File: src/rtl/cpu_ctrl_pkg.sv
// Shared types and constants for the pipeline sequencer.
package cpu_ctrl_pkg;

  localparam int unsigned REG_ADDR_W = 4;
  localparam int unsigned WCNT_W     = 4;
  localparam int unsigned CNT_W_DEF  = 16;

  typedef enum logic {
    ST_RUN  = 1'b0,
    ST_WAIT = 1'b1
  } state_e;

  // Control bundle driven onto the stage registers.
  typedef struct packed {
    logic freeze_pc;
    logic freeze_if_id;
    logic freeze_id_ex;
    logic freeze_ex_mem;
    logic freeze_mem_wb;
    logic bubble_id_ex;
    logic flush_if_id;
  } pipe_ctl_t;

  // True when either live source operand of the ID instruction names rd.
  function automatic logic src_match(
    input logic [REG_ADDR_W-1:0] src1,
    input logic [REG_ADDR_W-1:0] src2,
    input logic                  two_src,
    input logic [REG_ADDR_W-1:0] rd
  );
    return (src1 == rd) || (two_src && (src2 == rd));
  endfunction

endpackage

File: src/rtl/pipe_ctrl_hazard_detect.sv
// RAW hazard detection between the ID instruction and those in EX and MEM.
module hazard_detect
  import cpu_ctrl_pkg::*;
(
  input  logic [REG_ADDR_W-1:0] i_id_src1,
  input  logic [REG_ADDR_W-1:0] i_id_src2,
  input  logic                  i_id_two_src,
  input  logic                  i_id_valid,
  input  logic [REG_ADDR_W-1:0] i_ex_rd,
  input  logic                  i_ex_wb_en,
  input  logic                  i_ex_mem_read,
  input  logic [REG_ADDR_W-1:0] i_mem_rd,
  input  logic                  i_mem_wb_en,
  input  logic                  i_fwd_en,
  output logic                  o_hz
);

  logic w_ex_match;
  logic w_mem_match;

  assign w_ex_match  = src_match(i_id_src1, i_id_src2, i_id_two_src, i_ex_rd);
  assign w_mem_match = src_match(i_id_src1, i_id_src2, i_id_two_src, i_mem_rd);

  // With forwarding only a load result in EX is too late to bypass.
  always_comb begin
    o_hz = 1'b0;
    if (i_id_valid) begin
      if (i_fwd_en) begin
        o_hz = w_ex_match && i_ex_mem_read;
      end else begin
        o_hz = (w_ex_match && i_ex_wb_en) || (w_mem_match && i_mem_wb_en);
      end
    end
  end

endmodule

File: src/rtl/pipe_ctrl.sv
// Pipeline sequencer: memory wait-state FSM, freeze/branch/hazard priority
// muxing onto the stage registers, and saturating activity counters.
module pipe_ctrl
  import cpu_ctrl_pkg::*;
#(
  parameter int unsigned MEM_WAIT_CYCLES = 2,
  parameter int unsigned CNT_W           = CNT_W_DEF
) (
  input  logic                  clk,
  input  logic                  rst_n,
  input  logic [REG_ADDR_W-1:0] id_src1,
  input  logic [REG_ADDR_W-1:0] id_src2,
  input  logic                  id_two_src,
  input  logic                  id_valid,
  input  logic [REG_ADDR_W-1:0] ex_rd,
  input  logic                  ex_wb_en,
  input  logic                  ex_mem_read,
  input  logic [REG_ADDR_W-1:0] mem_rd,
  input  logic                  mem_wb_en,
  input  logic                  mem_access,
  input  logic                  branch_taken,
  input  logic                  fwd_en,
  input  logic                  cnt_clr,
  output logic                  freeze_pc,
  output logic                  freeze_if_id,
  output logic                  freeze_id_ex,
  output logic                  freeze_ex_mem,
  output logic                  freeze_mem_wb,
  output logic                  bubble_id_ex,
  output logic                  flush_if_id,
  output logic                  mem_busy,
  output logic [CNT_W-1:0]      stall_cnt,
  output logic [CNT_W-1:0]      freeze_cnt,
  output logic [CNT_W-1:0]      flush_cnt
);

  localparam logic              HAS_WAIT  = (MEM_WAIT_CYCLES != 0);
  localparam logic [WCNT_W-1:0] WAIT_LOAD =
    (MEM_WAIT_CYCLES != 0) ? WCNT_W'(MEM_WAIT_CYCLES - 1) : '0;

  state_e            r_state;
  logic [WCNT_W-1:0] r_wcnt;
  logic [CNT_W-1:0]  r_stall_cnt;
  logic [CNT_W-1:0]  r_freeze_cnt;
  logic [CNT_W-1:0]  r_flush_cnt;

  logic      w_hz;
  logic      w_freeze_all;
  logic      w_flush;
  logic      w_stall;
  pipe_ctl_t w_ctl;

  hazard_detect u_hazard_detect (
    .i_id_src1     (id_src1),
    .i_id_src2     (id_src2),
    .i_id_two_src  (id_two_src),
    .i_id_valid    (id_valid),
    .i_ex_rd       (ex_rd),
    .i_ex_wb_en    (ex_wb_en),
    .i_ex_mem_read (ex_mem_read),
    .i_mem_rd      (mem_rd),
    .i_mem_wb_en   (mem_wb_en),
    .i_fwd_en      (fwd_en),
    .o_hz          (w_hz)
  );

  // The access cycle itself freezes; WAIT keeps freezing until wcnt drains.
  always_comb begin
    w_freeze_all = 1'b0;
    unique case (r_state)
      ST_RUN:  w_freeze_all = HAS_WAIT && mem_access;
      ST_WAIT: w_freeze_all = (r_wcnt != '0);
      default: w_freeze_all = 1'b0;
    endcase
    if (!rst_n) begin
      w_freeze_all = 1'b0;
    end
  end

  // Wait-state FSM; mem_access is not looked at in WAIT so it cannot retrigger.
  always_ff @(posedge clk or negedge rst_n) begin
    if (!rst_n) begin
      r_state <= ST_RUN;
      r_wcnt  <= '0;
    end else begin
      unique case (r_state)
        ST_RUN: begin
          if (HAS_WAIT && mem_access) begin
            r_state <= ST_WAIT;
            r_wcnt  <= WAIT_LOAD;
          end
        end
        ST_WAIT: begin
          if (r_wcnt != '0) begin
            r_wcnt <= r_wcnt - WCNT_W'(1);
          end else begin
            r_state <= ST_RUN;
          end
        end
        default: begin
          r_state <= ST_RUN;
          r_wcnt  <= '0;
        end
      endcase
    end
  end

  // Priority: freeze_all over branch over hazard.
  assign w_flush = rst_n && branch_taken && !w_freeze_all;
  assign w_stall = rst_n && w_hz && !w_freeze_all && !branch_taken;

  always_comb begin
    w_ctl               = '0;
    w_ctl.freeze_pc     = w_freeze_all || w_stall;
    w_ctl.freeze_if_id  = w_freeze_all || w_stall;
    w_ctl.freeze_id_ex  = w_freeze_all;
    w_ctl.freeze_ex_mem = w_freeze_all;
    w_ctl.freeze_mem_wb = w_freeze_all;
    w_ctl.bubble_id_ex  = w_flush || w_stall;
    w_ctl.flush_if_id   = w_flush;
  end

  assign freeze_pc     = w_ctl.freeze_pc;
  assign freeze_if_id  = w_ctl.freeze_if_id;
  assign freeze_id_ex  = w_ctl.freeze_id_ex;
  assign freeze_ex_mem = w_ctl.freeze_ex_mem;
  assign freeze_mem_wb = w_ctl.freeze_mem_wb;
  assign bubble_id_ex  = w_ctl.bubble_id_ex;
  assign flush_if_id   = w_ctl.flush_if_id;
  assign mem_busy      = rst_n && (r_state == ST_WAIT);

  // Saturating activity counters; clear wins over a same-cycle event.
  always_ff @(posedge clk or negedge rst_n) begin
    if (!rst_n) begin
      r_stall_cnt  <= '0;
      r_freeze_cnt <= '0;
      r_flush_cnt  <= '0;
    end else if (cnt_clr) begin
      r_stall_cnt  <= '0;
      r_freeze_cnt <= '0;
      r_flush_cnt  <= '0;
    end else begin
      if (w_stall && (r_stall_cnt != '1)) begin
        r_stall_cnt <= r_stall_cnt + CNT_W'(1);
      end
      if (w_freeze_all && (r_freeze_cnt != '1)) begin
        r_freeze_cnt <= r_freeze_cnt + CNT_W'(1);
      end
      if (w_flush && (r_flush_cnt != '1)) begin
        r_flush_cnt <= r_flush_cnt + CNT_W'(1);
      end
    end
  end

  assign stall_cnt  = r_stall_cnt;
  assign freeze_cnt = r_freeze_cnt;
  assign flush_cnt  = r_flush_cnt;

endmodule
File: config.mk
export PLATFORM = sky130hd
export DESIGN_NAME = pipe_ctrl
export DESIGN_NICKNAME = d
export VERILOG_FILES = /design/src/rtl/cpu_ctrl_pkg.sv /design/src/rtl/pipe_ctrl_hazard_detect.sv /design/src/rtl/pipe_ctrl.sv
export SDC_FILE = /design/constraint.sdc
export NUM_CORES = 1
export LEC_CHECK = 0
export ABC_AREA = 1
export BUFFER_PORTS_ARGS = -buffer_cell sky130_fd_sc_hd__buf_4
export CORE_MARGIN = 1.5
export CORE_UTILIZATION = 51
export CTS_BUF_LIST = sky130_fd_sc_hd__clkbuf_8
export DETAILED_ROUTE_END_ITERATION = 10
export HOLD_SLACK_MARGIN = 0.05
export PLACE_DENSITY = 0.75
export SYNTH_ARGS = -nofsm -noshare
export SYNTH_HDL_FRONTEND = slang
export SYNTH_HIERARCHICAL = 1
export SYNTH_SLANG_ARGS = --single-unit
File: constraint.sdc
create_clock -name clk -period 1.4 [get_ports clk]
set_input_delay 0.14 -clock clk [delete_from_list [all_inputs] [get_ports clk]]
set_output_delay 0.14 -clock clk [all_outputs]
set_load 0.05 [all_outputs]
==> results.md, run 1 <==
- The run finished, with violations left.
- The final reports fail on setup timing.
- The number of nets with antenna violations after detailed routing is 0.
- The average cell area after synthesis is 6.86 um^2.
- The remaining max-slew budget at the tightest pin is 56.3%.
- The buffer cell driving the clock tree root is sky130_fd_sc_hd__clkbuf_8.
- Entering global routing, the biggest net connects 51 pins.
- For this run, design rule violations remaining after detail routing come to 0.
- The area growth from synthesis to layout is 51.4%.
- The first global-routing pass estimated 17.8 mm of wire.
- The post-route worst setup slack is -347 ps.
- In the layout the commonest cells are sky130_fd_sc_hd__nand2_1 (187), sky130_fd_sc_hd__buf_4 (160), sky130_fd_sc_hd__nor2_1 (60).
- The fraction of synthesized cell area taken by the top area cell type is 34.7%.
- The number of cells after detailed placement is 814.
- The total grt overflow is 0.
- The number of different library cells used by synthesis comes to 31.
- The minimum period implied by the final worst setup slack is 1750 ps.
- Detailed routing inserted a total of 4,453 vias.
- The combinational fraction of design power is 47.1%.
- The floorplan step set the die height to 89.6 um.
- The required time of the critical path is 1590 ps.
- The cell that appears most often on the critical path is sky130_fd_sc_hd__buf_6.
- The type of element launching the critical path is a flip-flop.
- Leaving out filler cells and counting taps, the final layout contains 838.
- The number of top-level design ports is 83.
- The largest total area in the synthesized netlist belongs to sky130_fd_sc_hd__dfrtp_1.
- Once detailed placement completed, the half-perimeter wirelength came to 8.00 mm.
- The setup slack at placement is -326 ps.
- The area of the core is 7250 um^2.
- Cells fill 79.8% of the core in the end.
- Setup violations remaining at the end of the flow were counted as 55.
- The signal on the critical path passes through buf_6 -> buf_6 -> nand3_4 -> nand3_4 -> buf_4 -> buf_6 -> nor2_4 -> buf_12 -> nor2_8 -> nand2_2 -> nand2_1.
- Ranked by total cell area, the synthesized netlist is headed by sky130_fd_sc_hd__dfrtp_1 (35%), sky130_fd_sc_hd__nand2_1 (20%), sky130_fd_sc_hd__nand4_1 (6.2%).
- For this configuration, the core starts out at a cell density of 52.7%.
- The die is 89.6 um wide.
- The clock arrives with 6.78 ps of skew.
- For this design the total switching power over the nets is 1.85 mW.
- The number of DRC markers after the initial detailed-route iteration is 239.
- The count of endpoints failing hold in the final timing report is 0.
- The peak per-stage delay on the critical path is 410 ps.
- The number of antenna cells inserted is 0.
- The full die area is 8030 um^2.
- The ratio of cells with drive above 1 in the final layout is 39.9%.
- The floorplan has 31 rows.
- The clock group share of total power is 18.7%.
- Once placement finished, the instance area stood at 5340 um^2.
- The register bit total from synthesis is 53.
- The length of the first detailed-routing pass in iterations is 5.
- The post-synth net total is 589.
- Grouping stages by cell kind, the critical path spends the most delay in buffers and inverters.
- The highest net fanout along the worst path is 8.
- For the worst setup path, the data arrival time is 1940 ps.
- The gate count after technology mapping is 557.
- The type of the worst min-delay path is in -> async.
- The design internal power is 3.09 mW.
- After synthesis the cells add up to 3820 um^2.
- The global routing usage summed across all routing layers is 27.8%.
- The level count of the clock H-tree is 2.
- The via count of the first global-routing pass is 4,161.
- The routed wire length is 11.7 mm.
- The CTS tree is yes.
- The final count of pins violating max slew was 0.
- The power per cell area is 855 nW/um^2.
- The share of the Yosys chip area taken by registers is 34.7%.
- The fraction of power spent switching nets is 37.5%.
- The number of buffers and inverters on the critical path is 5.
- Setup repair after global routing could not meet its margin everywhere.
- The clock passes through at most 2 buffers.
- Clock-pin slew was measured on the worst setup and hold paths at 100 ps.
- After detailed routing, the number of vias per cell comes to 5.31.
- For this run, the number of Yosys warnings is 6.
- Port buffering added 82 buffers.
- Of the available clock period, the critical path in the final layout requires 125%.
- The number of fillers in the final layout is 506.
- The endpoint type of the worst setup path is a flip-flop.
- Registers are responsible for 34.2% of the overall power.
- The TritonCTS sink count is 53.
- Across the VDD grid, the largest voltage drop is 0.550 mV.
- The number of clock buffers added by TritonCTS is 5.
- The final weighted congestion of routability-driven global placement is 0.890.
- The post-route standard cell area excluding fillers is 5790 um^2.
- The number of nets at the end of the flow is 770.
- The total of max-cap violations is 0.
- The maximum frequency from static timing analysis is 572 MHz.
- The initial antenna violation count is 0.
- The critical path is of the reg -> reg type.
- The most frequent standard cell in the layout excluding fill and tap cells is sky130_fd_sc_hd__nand2_1.
- The clock latency on the worst-skew pair is 310 ps.
- The routed length per placed instance is 14.0 um.
- For the pin with the worst max-slew slack, the measured transition is 655 ps.
- The leakage dissipation is 2.93 nW.
- The slowest stage of the critical path belongs to the cell sky130_fd_sc_hd__dfrtp_1.
- The design draws 4.95 mW.
area by class of cell:
class,instances,area [um^2],area share (%)
multi-input combinational,439,2410,41.6
timing repair buffer,186,1590,27.5
sequential,53,1370,23.6
inverter,53,205,3.54
tap,99,124,2.14
clock buffer,6,82.6,1.43
clock inverter,2,11.3,0.195
Yosys cell counts:
master / n
sky130_fd_sc_hd__or2_1: 1
sky130_fd_sc_hd__xor2_1: 21
sky130_fd_sc_hd__nand4_1: 38
sky130_fd_sc_hd__ha_1: 5
sky130_fd_sc_hd__o21ai_1: 1
sky130_fd_sc_hd__o31ai_1: 1
sky130_fd_sc_hd__nor2_2: 3
sky130_fd_sc_hd__buf_4: 7
sky130_fd_sc_hd__or2_2: 3
sky130_fd_sc_hd__a21oi_2: 1
sky130_fd_sc_hd__nor2_8: 4
sky130_fd_sc_hd__inv_1: 49
sky130_fd_sc_hd__nand2_4: 2
sky130_fd_sc_hd__inv_2: 4
sky130_fd_sc_hd__nand3_2: 2
sky130_fd_sc_hd__buf_2: 4
sky130_fd_sc_hd__a21oi_1: 1
sky130_fd_sc_hd__buf_6: 2
sky130_fd_sc_hd__o21bai_1: 8
sky130_fd_sc_hd__o21ai_0: 16
sky130_fd_sc_hd__clkbuf_1: 1
sky130_fd_sc_hd__nand3b_1: 6
sky130_fd_sc_hd__xnor2_1: 2
sky130_fd_sc_hd__o22ai_1: 1
sky130_fd_sc_hd__nand3_1: 37
sky130_fd_sc_hd__nor2_4: 5
sky130_fd_sc_hd__dfrtp_1: 53
sky130_fd_sc_hd__nand2_1: 208
sky130_fd_sc_hd__nand2_2: 7
sky130_fd_sc_hd__mux2_2: 1
sky130_fd_sc_hd__nor2_1: 63
sequential cells by signal, indices dropped and copies added, names as in the netlist:
register    flops
flush_cnt      16
freeze_cnt     16
r_state         1
r_wcnt          4
stall_cnt      16
stage by stage:
step	TNS [ps]	hold slack, ps
after global placement	-5030	-30.4
after detailed placement	-6310	-29.2
after floorplan	-9630	-156
final	-12850	32.9
after CTS	-9100	58.1
after global routing	-16690	86.7
worst paths after layout:
kind                            startpoint       endpoint  slack [ps]  cells past startpoint
worst min register to register   r_wcnt[2]      r_wcnt[2]         590                      2
min in group clk                mem_access      r_wcnt[2]         170                      4
worst max-delay path               r_state  freeze_cnt[2]        -350                     11
worst max register to register     r_state  freeze_cnt[2]        -350                     11
max in group asynchronous            rst_n  freeze_cnt[4]         870                      2
worst min-delay path                 rst_n  freeze_cnt[7]          30                      2
worst register-to-register path, delay by kind of cell, from the launching register on:
family                 cells  cell delay (ps)
and+or+nand+nor            6              570
DFF                        1              410
buffers and inverters      5              650
power groups by stage:
| stage | Clock [mW] | Combinational, mW | Sequential, mW |
|---|---|---|---|
| after global placement | 0 | 1.70 | 1.72 |
| after floorplan | 0 | 0.998 | 1.81 |
| after CTS | 0.934 | 2.18 | 1.69 |
| after global routing | 1.00 | 2.47 | 1.70 |
| final | 0.924 | 2.33 | 1.69 |
| after detailed placement | 0 | 1.73 | 1.72 |
timing repair:
| item | 4_1_cts | 5_1_grt |
|---|---|---|
| hold endpoints to repair | 3 | 0 |
| cloned | 1 | 2 |
| buffers inserted | 12 | 4 |
| gates resized for setup | 37 | 20 |
| endpoints found under the setup margin | 55 | 57 |
| pin swaps | 16 | 10 |
| hold buffers | 1 | 0 |
cells by family after synthesis:
family	share of synthesized area, %
AO/OA/AOI/OAI	4.52
XOR/XNOR	5.27
AND/OR/NAND/NOR	45.8
adder cells (fa/ha/maj)	1.64
flip-flops	34.7
multiplexers	0.294
buffers and inverters	7.79
layer usage:
| metal | up-vias | global-route usage [%] | part of all wire, % |
|---|---|---|---|
| li1 | 2147 | - | - |
| met5 | - | 0 | 0 |
| met4 | 0 | 7.55 | 1.7 |
| met2 | 200 | 49.5 | 52 |
| met1 | 2075 | 35.0 | 40 |
| met3 | 31 | 4.30 | 7.0 |
Power figures use the tool's default switching activity.
==> run 2, diff against run 1 <==
--- a/config.mk
+++ b/config.mk
@@ -9,10 +9,12 @@
 export BUFFER_PORTS_ARGS = -buffer_cell sky130_fd_sc_hd__buf_4
 export CORE_MARGIN = 1.5
 export CORE_UTILIZATION = 51
-export CTS_BUF_LIST = sky130_fd_sc_hd__clkbuf_8
+export CTS_BUF_LIST = sky130_fd_sc_hd__clkbuf_4 sky130_fd_sc_hd__clkbuf_8
 export DETAILED_ROUTE_END_ITERATION = 10
 export HOLD_SLACK_MARGIN = 0.05
+export MAX_ROUTING_LAYER = met4
 export PLACE_DENSITY = 0.75
+export SKIP_CTS_REPAIR_TIMING = 1
 export SYNTH_ARGS = -nofsm -noshare
 export SYNTH_HDL_FRONTEND = slang
 export SYNTH_HIERARCHICAL = 1
==> run 2 against run 1 <==
  * The flow still finishes with violations (setup timing)
  * Routed wire length is 4.5% lower
  * Cell area is 1.4% lower
  * Clock skew is 1.6 ps higher
  * Utilization is 1.1 points lower
  * Register-to-register slack better by 40 ps
  * Worst hold slack worse by 5.3 ps
  * Sequential share of layout area is 0.34 points higher
  * Fmax is 0.22% lower
  * Final cell count is 0.60% lower
  * Via count is 2.2% lower
==> results.md, run 2 (synthesis gave the netlist of run 1 again) <==
- The total of buffers placed on input and output ports is 82.
- The vertical extent of the die is 89.6 um.
- The total of max-cap violations is 0.
- Once detailed placement completed, the half-perimeter wirelength came to 8.00 mm.
- The first-pass GRT wire length is 16.9 mm.
- The routed wire length is 11.2 mm.
- The total grt overflow is 0.
- The final count of pins violating max slew is 0.
- Setup violations remaining at the end of the flow were counted as 56.
- The global routing usage summed across all routing layers is 27.0%.
- In this run, the number of DRC markers left after iteration 0 of detailed routing was 257.
- The CTS tree is yes.
- In the final layout, the share of cells above drive strength 1 is 40.1%.
- The worst flop-to-flop path startpoint is r_state.
- For this run, the share of the core covered by cells in the final layout is 78.7%.
- STA puts the critical path data required time at 1260 ps.
- The most critical setup path has its startpoint at r_state.
- The via count is 4,355.
- The clock transition at the registers of the reported paths is 100 ps.
- The endpoint type of the worst setup path is a primary output.
- The maximum frequency from static timing analysis is 571 MHz.
- The maximum clock skew at final layout is 8.38 ps.
- The buffer cell driving the clock tree root is sky130_fd_sc_hd__clkbuf_8.
- The TritonCTS sink count is 53.
- The library cells used most frequently in the layout, excluding fill and tap cells, are sky130_fd_sc_hd__nand2_1 (191), sky130_fd_sc_hd__buf_4 (162), sky130_fd_sc_hd__nor2_1 (59).
- After detailed placement, the total cell area comes to 5340 um^2.
- After routing the design area is 5710 um^2.
- The number of top-level design ports is 83.
- The non-filler instance count after layout is 833.
- The later pin in the worst-skew pair is clocked with a latency of 300 ps.
- In this run, placement finished with an instance count of 814.
- The first TritonRoute pass finished after 5 iterations.
- The fraction of the cycle the final worst path needs is 125%.
- The initial standard-cell utilization of the core is 52.7%.
- The total area inside the core boundary comes to 7250 um^2.
- The run finished, with violations left.
- The width of the die is 89.6 um.
- Setup repair after global routing could not meet its margin everywhere.
- The number of buffers created by CTS is 5.
- The minimum period implied by the final worst setup slack is 1750 ps.
- The worst hold slack across all endpoints is 27.5 ps.
- For this run, the post-layout net count is 765.
- The critical setup path kind is reg -> out.
- At the end of routability-driven placement, the weighted congestion stood at 0.905.
- The ratio of routed vias to standard cells is 5.23.
- In this run the deepest clock path goes through 2 buffers.
- STA classifies the critical path startpoint as a flip-flop.
- The post-route worst setup slack is -351 ps.
- The routed length per placed instance is 13.5 um.
- After floorplanning, the core was divided into 31 placement rows.
- The worst-case IR drop observed on VDD is 0.528 mV.
- The via count of the first global-routing pass is 3,978.
- Setup total negative slack on the finished layout was measured at -12,450 ps.
- In this run the worst hold path is classified as in -> async.
- The die covers 8030 um^2.
- For this design the static power due to leakage is 2.89 nW.
- The initial antenna violation count was 0.
- The layout-stage area growth over the synthesis result is 49.3%.
- Dividing total power by cell area gives a power density of 835 nW/um^2.
- The maximum number of pins on one net before global-route repair is 51.
- The number of DRC violations after detailed routing is 0.
- The final reports fail on setup timing.
- The transition time of the tightest slew-check pin is 661 ps.
- The count of endpoints failing hold in the final timing report is 0.
- The remaining max-slew budget at the tightest pin is 56.0%.
- Along the worst path, the maximum fanout reaches 4.
- The most frequent standard cell in the layout excluding fill and tap cells is sky130_fd_sc_hd__nand2_1.
- The H-tree generated during clock tree synthesis spans 2 levels.
- At the worst endpoint, the arrival time is 1610 ps.
- The repair_antennas step left the layout with diodes totalling 0.
- The count of nets left with antenna violations once routing finished came out at 0.
[run 2: cell count changes in the layout (fill, tap and decap cells not counted), moves of 2 or more]
cell                      delta
sky130_fd_sc_hd__nor2_2      -2
sky130_fd_sc_hd__nand3_2     +5
sky130_fd_sc_hd__nand2_4     -2
sky130_fd_sc_hd__buf_8       -2
sky130_fd_sc_hd__nor2_4      +3
sky130_fd_sc_hd__buf_4       +2
sky130_fd_sc_hd__nand2_2     -2
sky130_fd_sc_hd__o21ai_1     -3
sky130_fd_sc_hd__nand3_1     -5
sky130_fd_sc_hd__buf_12      -3
sky130_fd_sc_hd__nand2_1     +4
sky130_fd_sc_hd__o21ai_2     +3
[run 2: per-layer routing]
layer	vias up	GRT usage [%]	routed length [um]
met3	16	3.75	596
li1	2136	-	-
met2	153	46.4	5800
met5	-	-	0
met1	2050	33.4	4720
met4	0	6.71	95
[run 2: critical path, cell delays in order (launching register included)]
cell and delay, ps:
sky130_fd_sc_hd__dfrtp_1 420, sky130_fd_sc_hd__or2_4 280, sky130_fd_sc_hd__buf_6 120, sky130_fd_sc_hd__nand3_4 80, sky130_fd_sc_hd__buf_6 110, sky130_fd_sc_hd__clkinvlp_4 130, sky130_fd_sc_hd__buf_8 180
[run 2: final cells by class]
class	instances	area, um^2
clock inverter	1	7.51
timing repair buffer	181	1480
tap	99	124
sequential	53	1370
clock buffer	7	90.1
inverter	53	205
fill	539	1550
multi-input combinational	439	2440
[run 2: power by group]
group	internal [mW]	switching (mW)
sequential	1.62	0.0700
clock	0.423	0.519
combinational	0.946	1.19
total	2.99	1.78
[run 2: worst paths after layout]
kind | to | slack, ps | cells after the start
worst min-delay path | freeze_cnt[9] | 30 | 2
worst min register to register | flush_cnt[13] | 600 | 3
max in group asynchronous | flush_cnt[9] | 870 | 2
min in group clk | r_wcnt[2] | 170 | 4
worst max register to register | freeze_cnt[5] | -310 | 10
worst max-delay path | freeze_ex_mem | -350 | 6
[run 2: stage by stage]
step	total power [mW]	worst slack (ps)
finish	4.77	-351
global route	4.99	-414
CTS	4.39	-389
detailed placement	3.45	-326
global placement	3.41	-280
floorplan	2.81	-241
==> run 3, diff against run 2 <==
==> constraint.sdc (replaced) <==
create_clock -name clk -period 1.4 [get_ports clk]
set_input_delay 0.21 -clock clk [delete_from_list [all_inputs] [get_ports clk]]
set_output_delay 0.21 -clock clk [all_outputs]
set_load 0.05 [all_outputs]
==> run 3 against run 2 <==
  * Largest cell class unchanged
  * Critical path depth increased by 2
  * Largest power group unchanged
  * Critical endpoint is now flush_if_id
  * First-iteration DRC count is 22% lower
  * The run still ends with setup timing left
  * Global-route usage grew 0.98 points
  * Highest routed layer unchanged
  * Clock skew increased by 3.9 ps
  * Die area did not move
  * Power increased by 4.3%
==> results.md, run 3 (synthesis gave the netlist of run 1 again) <==
- The flow ran to the end, but the final reports show violations.
- The checks that failed: setup timing.
- The initial standard-cell utilization of the core is 52.7%.
- The count of endpoints failing hold in the final timing report came to 0.
- The final count of pins violating max slew came to 0.
- The post-DP HPWL is 8.11 mm.
- The minimum period implied by the final worst setup slack is 1800 ps.
- The number of DRC violations after detailed routing is 0.
- Including well taps, the total number of placed cells is 810.
- In this run, the number of DRC markers left after iteration 0 of detailed routing was 200.
- The worst register-to-register path begins at r_wcnt[0].
- The wire length on met2 is 5.75 mm.
- In this run the worst path has a maximum fanout of 3.
- Entering global routing, the biggest net connects 49 pins.
- Once layout is complete, the cells apart from fillers number 826.
- The setup path with the least slack is of type reg -> out.
- The floorplan step defined a die boundary enclosing 8030 um^2.
- The total of max-cap violations is 0.
- The critical path crosses 8 cells after its start point.
- On the critical path, the stage with the largest delay is an instance of sky130_fd_sc_hd__dfrtp_1.
- The number of cells on the worst reg-to-reg path is 10.
- For this run, the detailed router's first-pass iteration total came to 4.
- The endpoint type of the worst setup path is a primary output.
- The total of buffers placed on input and output ports is 82.
- The buffers plus inverters on the worst setup path is 4.
- After detailed routing, the wire length on met1 is 4.57 mm.
- The transition time of the tightest slew-check pin is 625 ps.
- The post-route worst setup slack is -401 ps.
- The cell sitting at the root of the clock tree is a sky130_fd_sc_hd__clkbuf_8.
- The width of the die is 89.6 um.
- Of the cells placed in the final design, the portion with a size suffix greater than 1 is 37.7%.
- In this run, CTS created clock tree buffers numbering 5.
- In this run the standard cell core region covers 7250 um^2.
- The largest voltage drop on the vdd net is 0.560 mV.
- The cell type group with the largest total delay on the critical path is flip-flops.
- The tightest min-delay check is of the in -> async type.
- The maximum frequency from static timing analysis is 555 MHz.
- After clock tree synthesis, the clock-pin slew on the worst setup and hold paths is 110 ps.
- The number of rows created at floorplan is 31.
- The CTS tree is yes.
- The final layout contains 758 nets.
- STA classifies the critical path startpoint as a flip-flop.
- For this block, the routed nets add up to 11.0 mm of wire.
- Data on the critical path is required at its endpoint by 1190 ps.
- The uppermost layer routed is met4.
- The most numerous cell type found on the critical path is sky130_fd_sc_hd__inv_2.
- The global routing usage summed across all routing layers is 28.0%.
- After detailed routing, the met3 layer carries 545 um of wire.
- The peak per-stage delay on the critical path is 420 ps.
- For this design the static power due to leakage is 2.85 nW.
- The cell area after placement is 5300 um^2.
- The level count of the clock H-tree is 2.
- The total of endpoints with negative setup slack in the final report is 58.
- The reg2reg setup slack is -290 ps.
- The worst setup path endpoint is flush_if_id.
- The signal arrival time at the worst endpoint is 1590 ps.
- Setup repair after global routing could not meet its margin everywhere.
- No sink is reached through more buffers than the 2 on the longest clock path.
- Cells fill 77.7% of the core in the end.
- The number of top-level design ports is 83.
- The post-route standard cell area excluding fillers is 5640 um^2.
- The repair_antennas step left the layout with diodes totalling 0.
- The TritonCTS sink count is 53.
- The endpoint of the lowest-slack register-to-register path is flush_cnt[12].
- The maximum clock skew at final layout is 12.3 ps.
- The via count of the first global-routing pass is 4,077.
- The clock latency on the worst-skew pair is 310 ps.
- The first-pass GRT wire length is 17.4 mm.
- The critical path startpoint is r_wcnt[0].
- The via count is 4,289.
- The count of nets left with antenna violations once routing finished came out at 0.
- The library cells used most frequently in the layout, excluding fill and tap cells, are sky130_fd_sc_hd__nand2_1 (200), sky130_fd_sc_hd__buf_4 (158), sky130_fd_sc_hd__nor2_1 (60).
- Relative to the synthesized area, the layout overhead comes to 47.4%.
- The power per cell area is 882 nW/um^2.
- The signal on the critical path passes through inv_2 -> ha_4 -> nand3_4 -> nand2_4 -> nand2_8 -> buf_6 -> inv_2 -> buf_8.
- After detailed routing, the average wire length per cell comes to 13.3 um.
- Global routing finished with a remaining overflow of 0.
- After detailed routing, the number of vias per cell comes to 5.19.
- The remaining max-slew budget at the tightest pin is 58.4%.
- The most frequent standard cell in the layout excluding fill and tap cells is sky130_fd_sc_hd__nand2_1.
- The fraction of the cycle the final worst path needs is 129%.
- The vertical extent of the die is 89.6 um.
- The initial antenna violation count is 0.
- The final weighted congestion of routability-driven global placement is 0.916.
-- run 3: stage by stage --
stage / TNS, ps / total power [mW] / worst slack (ps) / hold WS (ps)
global route: -18020 / 5.17 / -452 / 134
floorplan: -10160 / 2.82 / -241 / -85.6
detailed placement: -8260 / 3.43 / -447 / 197
global placement: -6620 / 3.36 / -379 / 196
CTS: -8400 / 4.53 / -435 / -148
finish: -14050 / 4.97 / -401 / 85.8
-- run 3: layout make-up --
cell class | count | area (um^2)
clock buffers | 6 | 76.3
clock inverters | 2 | 38.8
fillers | 519 | 1620
inverters | 53 | 203
multi-input cells | 437 | 2380
flip-flops and latches | 53 | 1370
well taps | 99 | 124
repair buffers | 176 | 1450
-- run 3: power breakdown --
| group | internal, mW | leakage (nW) | switching [mW] |
|---|---|---|---|
| logic | 0.938 | 2.12 | 1.22 |
| registers | 1.62 | 0.675 | 0.0920 |
| clock network | 0.558 | 0.0588 | 0.538 |
| total | 3.12 | 2.85 | 1.85 |
-- run 3: how the worst min path moves through the flow --
stage	end	depth (start not counted)	slack, ps	start
after floorplan	flush_cnt[0]	0	-90	rst_n
after global placement	r_wcnt[1]	2	200	rst_n
after detailed placement	r_wcnt[1]	2	200	rst_n
after CTS	stall_cnt[2]	2	-150	rst_n
after global routing	freeze_cnt[10]	2	130	rst_n
final	freeze_cnt[11]	2	90	rst_n
-- run 3: layer usage --
layer | vias to the layer above | GRT usage [%]
li1 | 2129 | -
met1 | 2031 | 33.2
met2 | 119 | 48.6
met3 | 10 | 4.66
met4 | 0 | 8.11
met5 | - | -
